### config.mk
export PLATFORM = sky130hd
export DESIGN_NAME = debounce_sync
export DESIGN_NICKNAME = d
export VERILOG_FILES = /design/src/rtl/debounce_sync.sv
export SDC_FILE = /design/constraint.sdc
export NUM_CORES = 1
export LEC_CHECK = 0
export BUFFER_PORTS_ARGS = -buffer_cell sky130_fd_sc_hd__buf_2
export CORE_AREA = 2 2 39 41
export DETAILED_ROUTE_END_ITERATION = 12
export DIE_AREA = 0 0 41 43
export GPL_TIMING_DRIVEN = 0
export PLACE_DENSITY = 0.6
export SLEW_MARGIN = 10
export SYNTH_ARGS = -nofsm -noshare
export SYNTH_HDL_FRONTEND = slang
export SYNTH_SLANG_ARGS = --single-unit
export TNS_END_PERCENT = 1
### constraint.sdc
create_clock -name clock -period 1.2 [get_ports clock]
set_input_delay 0.12 -clock clock [delete_from_list [all_inputs] [get_ports clock]]
set_output_delay 0.12 -clock clock [all_outputs]
set_load 0.05 [all_outputs]
### src/rtl/debounce_sync.sv
// Debouncer for a bouncy asynchronous input: a multi-flop synchroniser feeds a
// four-state qualification FSM that emits a clean level plus rise/fall strobes.
module debounce_sync #(
  parameter int SYNC_STAGES     = 2,
  parameter int DEBOUNCE_CYCLES = 16
) (
  input  logic clock,
  input  logic reset_n,
  input  logic d_raw,
  output logic d_clean,
  output logic rise,
  output logic fall,
  output logic busy
);
  localparam int CNT_W = $clog2(DEBOUNCE_CYCLES) + 1;
  localparam logic [CNT_W-1:0] CNT_LAST = CNT_W'(DEBOUNCE_CYCLES - 1);

  if (SYNC_STAGES < 2) begin : g_bad_sync
    $error("debounce_sync: SYNC_STAGES must be >= 2");
  end
  if (DEBOUNCE_CYCLES < 2) begin : g_bad_deb
    $error("debounce_sync: DEBOUNCE_CYCLES must be >= 2");
  end

  typedef enum logic [1:0] {STABLE_LOW, CHECK_HIGH, STABLE_HIGH, CHECK_LOW} state_t;

  logic [SYNC_STAGES-1:0] sync_q;
  logic                   s;
  state_t                 state;
  logic [CNT_W-1:0]       cnt;

  always_ff @(posedge clock) begin
    if (!reset_n) sync_q <= '0;
    else          sync_q <= {sync_q[SYNC_STAGES-2:0], d_raw};
  end

  assign s = sync_q[SYNC_STAGES-1];

  // Strobes default low every cycle; busy tracks the state being entered.
  always_ff @(posedge clock) begin
    if (!reset_n) begin
      state   <= STABLE_LOW;
      cnt     <= '0;
      d_clean <= 1'b0;
      rise    <= 1'b0;
      fall    <= 1'b0;
      busy    <= 1'b0;
    end else begin
      rise <= 1'b0;
      fall <= 1'b0;
      unique case (state)
        STABLE_LOW: begin
          if (s) begin
            state <= CHECK_HIGH;
            cnt   <= CNT_W'(1);
            busy  <= 1'b1;
          end else begin
            cnt   <= '0;
          end
        end
        CHECK_HIGH: begin
          if (!s) begin
            state <= STABLE_LOW;
            cnt   <= '0;
            busy  <= 1'b0;
          end else if (cnt == CNT_LAST) begin
            state   <= STABLE_HIGH;
            cnt     <= '0;
            d_clean <= 1'b1;
            rise    <= 1'b1;
            busy    <= 1'b0;
          end else begin
            cnt <= cnt + CNT_W'(1);
          end
        end
        STABLE_HIGH: begin
          if (!s) begin
            state <= CHECK_LOW;
            cnt   <= CNT_W'(1);
            busy  <= 1'b1;
          end else begin
            cnt   <= '0;
          end
        end
        CHECK_LOW: begin
          if (s) begin
            state <= STABLE_HIGH;
            cnt   <= '0;
            busy  <= 1'b0;
          end else if (cnt == CNT_LAST) begin
            state   <= STABLE_LOW;
            cnt     <= '0;
            d_clean <= 1'b0;
            fall    <= 1'b1;
            busy    <= 1'b0;
          end else begin
            cnt <= cnt + CNT_W'(1);
          end
        end
        default: begin
          state <= STABLE_LOW;
          cnt   <= '0;
          busy  <= 1'b0;
        end
      endcase
    end
  end
endmodule

==> results.md <==
- The run finished with clean final reports.
- The number of global-route vias before repair is 339.
- The data required time of the critical path is 1.37 ns.
- Leaving out fill and tap cells, the most frequent cell in the layout is sky130_fd_sc_hd__dfxtp_1.
- 7 I/O pins were placed.
- The number of design-rule violations left by the first detailed-router iteration is 4.
- The wire length after detailed routing is 883 um.
- The final setup skew is 0.000535 ns.
- The area share of the largest cell type after synthesis is 52.0%.
- The clock reaches the later pin of the worst-skew pair after 0.27 ns.
- In this run the worst hold path is classified as input port to flop.
- The total count of hold-check failures in the final report is 0.
- The area of the die is 0.00176 mm^2.
- The worst-path maximum fanout is 7.
- Sequential cells were found to cover 52.0% of the synthesized design area.
- The peak supply drop is 0.000628 V.
- Max-cap violations in this run came to 0.
- The largest buffer count on any clock path is 2.
- For this run, the number of Yosys warnings is 0.
- The average routed wire per standard cell is 11.2 um.
- The floorplan step defined a core boundary enclosing 0.00138 mm^2.
- The number of nets produced by synthesis is 53.
- Setup violations remaining at the end of the flow were counted as 0.
- Measured against its own limit, the worst slew margin works out to 81.2%.
- The routability congestion estimate from global placement is 0.676.
- For this configuration, the core starts out at a cell density of 36.2%.
- The total of buffers placed on input and output ports is 6.
- After detailed routing, the number of remaining DRC violations is 0.
- The power density over cell area is 1170 mW/mm^2.
- Clock tree synthesis found a total of 13 sinks.
- The number of non-filler instances in the completed layout is 79.
- In this run the worst setup path begins at cnt[1].
- Derived from the worst setup path, the maximum achievable clock frequency is 852 MHz.
- The first detailed-routing pass ran for 4 iterations.
- The width of the die is 41 um.
- The average vias per placed instance is 4.87.
- For the pin with the worst max-slew slack, the measured transition is 0.278 ns.
- After the last flow step, the layout net total stands at 68.
- The count of antenna-violating nets left after detailed routing is 0.
- By startpoint and endpoint, the worst setup path is classified as flop to flop.
- Once placement completed, the tool counted placed cells totaling 71.
- The die height is 43 um.
- Of the available clock period, the critical path in the final layout requires 97.8%.
- The kind of launch point of the worst setup path is a flop.
- Ranked by total cell area, the synthesized netlist is headed by sky130_fd_sc_hd__dfxtp_1 (52%), sky130_fd_sc_hd__nand2_1 (4.5%), sky130_fd_sc_hd__xor2_2 (3.2%), sky130_fd_sc_hd__nand3_1 (3.0%), sky130_fd_sc_hd__and2_1 (2.5%).
- Synthesis produced a netlist whose cell count is 49.
- The synthesis-to-layout area growth is 27.7%.
- The count of H-tree levels built during CTS is 1.
- The clock period minus worst slack is 1.17 ns.
- Buffers inserted during clock tree synthesis total 3.
- The root buffer selected by CTS is sky130_fd_sc_hd__clkbuf_4.
- A synthesized cell averages 10.2 um^2.
- The half-perimeter wire length of the detailed placement result is 587 um.
- The share of layout cells above drive strength 1 is 41.3%.
- The clock-pin transition on the worst setup and hold timing paths is 0.08 ns.
- STA classifies the critical path endpoint as a flop.
- The number of fill cells in the layout is 144.
- The startpoint identified for the worst hold timing path is d_raw.
- The first global-routing pass estimated 1310 um of wire.
- The leakage power summed over all cells is 0.251 nW.
- The clock tree from TritonCTS is done.
- In the layout the commonest cells are sky130_fd_sc_hd__dfxtp_1 (10), sky130_fd_sc_hd__buf_2 (7), sky130_fd_sc_hd__nand2_1 (5).
- Data arrives at the worst endpoint at 1.35 ns.
- The detailed-route via count is 385.
- The number of antenna violations at the first check in global routing is 0.
- The synthesized design contains 13 register bits.
- The final total negative setup slack is 0 ns.
- The largest net degree at the start of global routing is 11.
- In this run the critical register-to-register path is launched from cnt[1].
- 0 antenna diodes ended up in the layout.
- Global routing finished with a remaining overflow of 0.
- The netlist area before placement is 500 um^2.
- The largest area contributor in the netlist is sky130_fd_sc_hd__dfxtp_1.
- The overall routing resource usage is 11.5%.
- Yosys mapped the design onto 24 distinct sky130hd cell types.
- The number of slew-limit violations in the final report is 0.
- Setup repair after global routing could not meet its margin everywhere.
- The floorplan has 14 rows.
## cells by family (layout without fill, tap and decap cells)
logic type | Yosys count | count (layout) | share of synthesized area [%]
AO/OA/AOI/OAI | 5 | 5 | 7.00
flip-flops | 13 | 13 | 52.0
multiplexers | 1 | 1 | 2.00
XOR/XNOR | 3 | 3 | 6.75
buffers and inverters | 4 | 18 | 4.00
adder cells (fa/ha/maj) | 1 | 1 | 2.50
AND/OR/NAND/NOR | 22 | 22 | 25.7
## power breakdown
group	leakage, nW	internal, W	switching [W]
registers	0.107	0.000438	0.00000605
clock network	0.0150	0.000129	0.000143
logic	0.130	0.0000130	0.0000196
total	0.251	0.000580	0.000169
## layer usage
layer / share of wire, % / track usage, %
met5: 0 / 0
met4: 3.1 / 8.00
met3: 3.3 / 3.14
met2: 46 / 17.2
met1: 48 / 13.4
## final cells by class
type | count | area (um^2) | share of cell area (%)
flip-flops and latches | 13 | 264 | 41.3
multi-input cells | 32 | 245 | 38.4
repair buffers | 10 | 60.1 | 9.39
clock buffers | 4 | 26.3 | 4.11
well taps | 16 | 20.0 | 3.13
plain buffers | 2 | 16.3 | 2.54
inverters | 2 | 7.51 | 1.17
## worst paths after layout
check,to,slack (ns),depth (start not counted)
setup / recovery,state[0],0.03,5
hold / removal,sync_q[0],0.05,2
setup reg to reg,state[0],0.03,5
hold reg to reg,cnt[4],0.43,2
## metrics by stage
stage	setup slack (ns)	power (W)	area, um^2	hold WS (ns)	utilization, %
after floorplan	0.00448	0.000474	500	0.247	-
after global placement	-0.0770	0.000483	551	0.331	39.8
after detailed placement	-0.0965	0.000483	551	0.333	39.8
after CTS	0.00273	0.000752	618	0.0478	44.7
after global routing	-0.0378	0.000779	639	0.0566	46.2
final	0.0260	0.000749	639	0.0486	46.2
## cells in the mapped netlist (all sizes together)
library cell and n:
nand3b 1, buf 2, nor3 2, o311ai 1
nor3b 1, nor2 3, and4b 1, ha 1
and3 2, inv 2, and2 2, xor2 2
nand3 4, xnor2 1, nand2 6, o21ai 2
dfxtp 13, o221ai 1, mux2i 1, a21boi 1
## critical path: stages, from the launching register on
cell and delay [ns]:
sky130_fd_sc_hd__dfxtp_2 0.36, sky130_fd_sc_hd__ha_4 0.15, sky130_fd_sc_hd__and4b_1 0.19, sky130_fd_sc_hd__buf_6 0.13
sky130_fd_sc_hd__nand2_2 0.07, sky130_fd_sc_hd__and3_4 0.17
## what timing repair did
item                       4_1_cts  5_1_grt
pin swaps                        1        3
hold buffers                     0        0
resized for setup                7        4
buffers inserted                 2        2
setup endpoints to repair        7        7
## sequential cells by signal (all words and copies together), names as in the netlist, named ones only
| signal | cells |
|---|---|
| busy | 1 |
| sync_q | 2 |
| cnt | 5 |
| fall | 1 |
| d_clean | 1 |
| rise | 1 |
| state | 1 |
(Power assumes the default switching activity.)
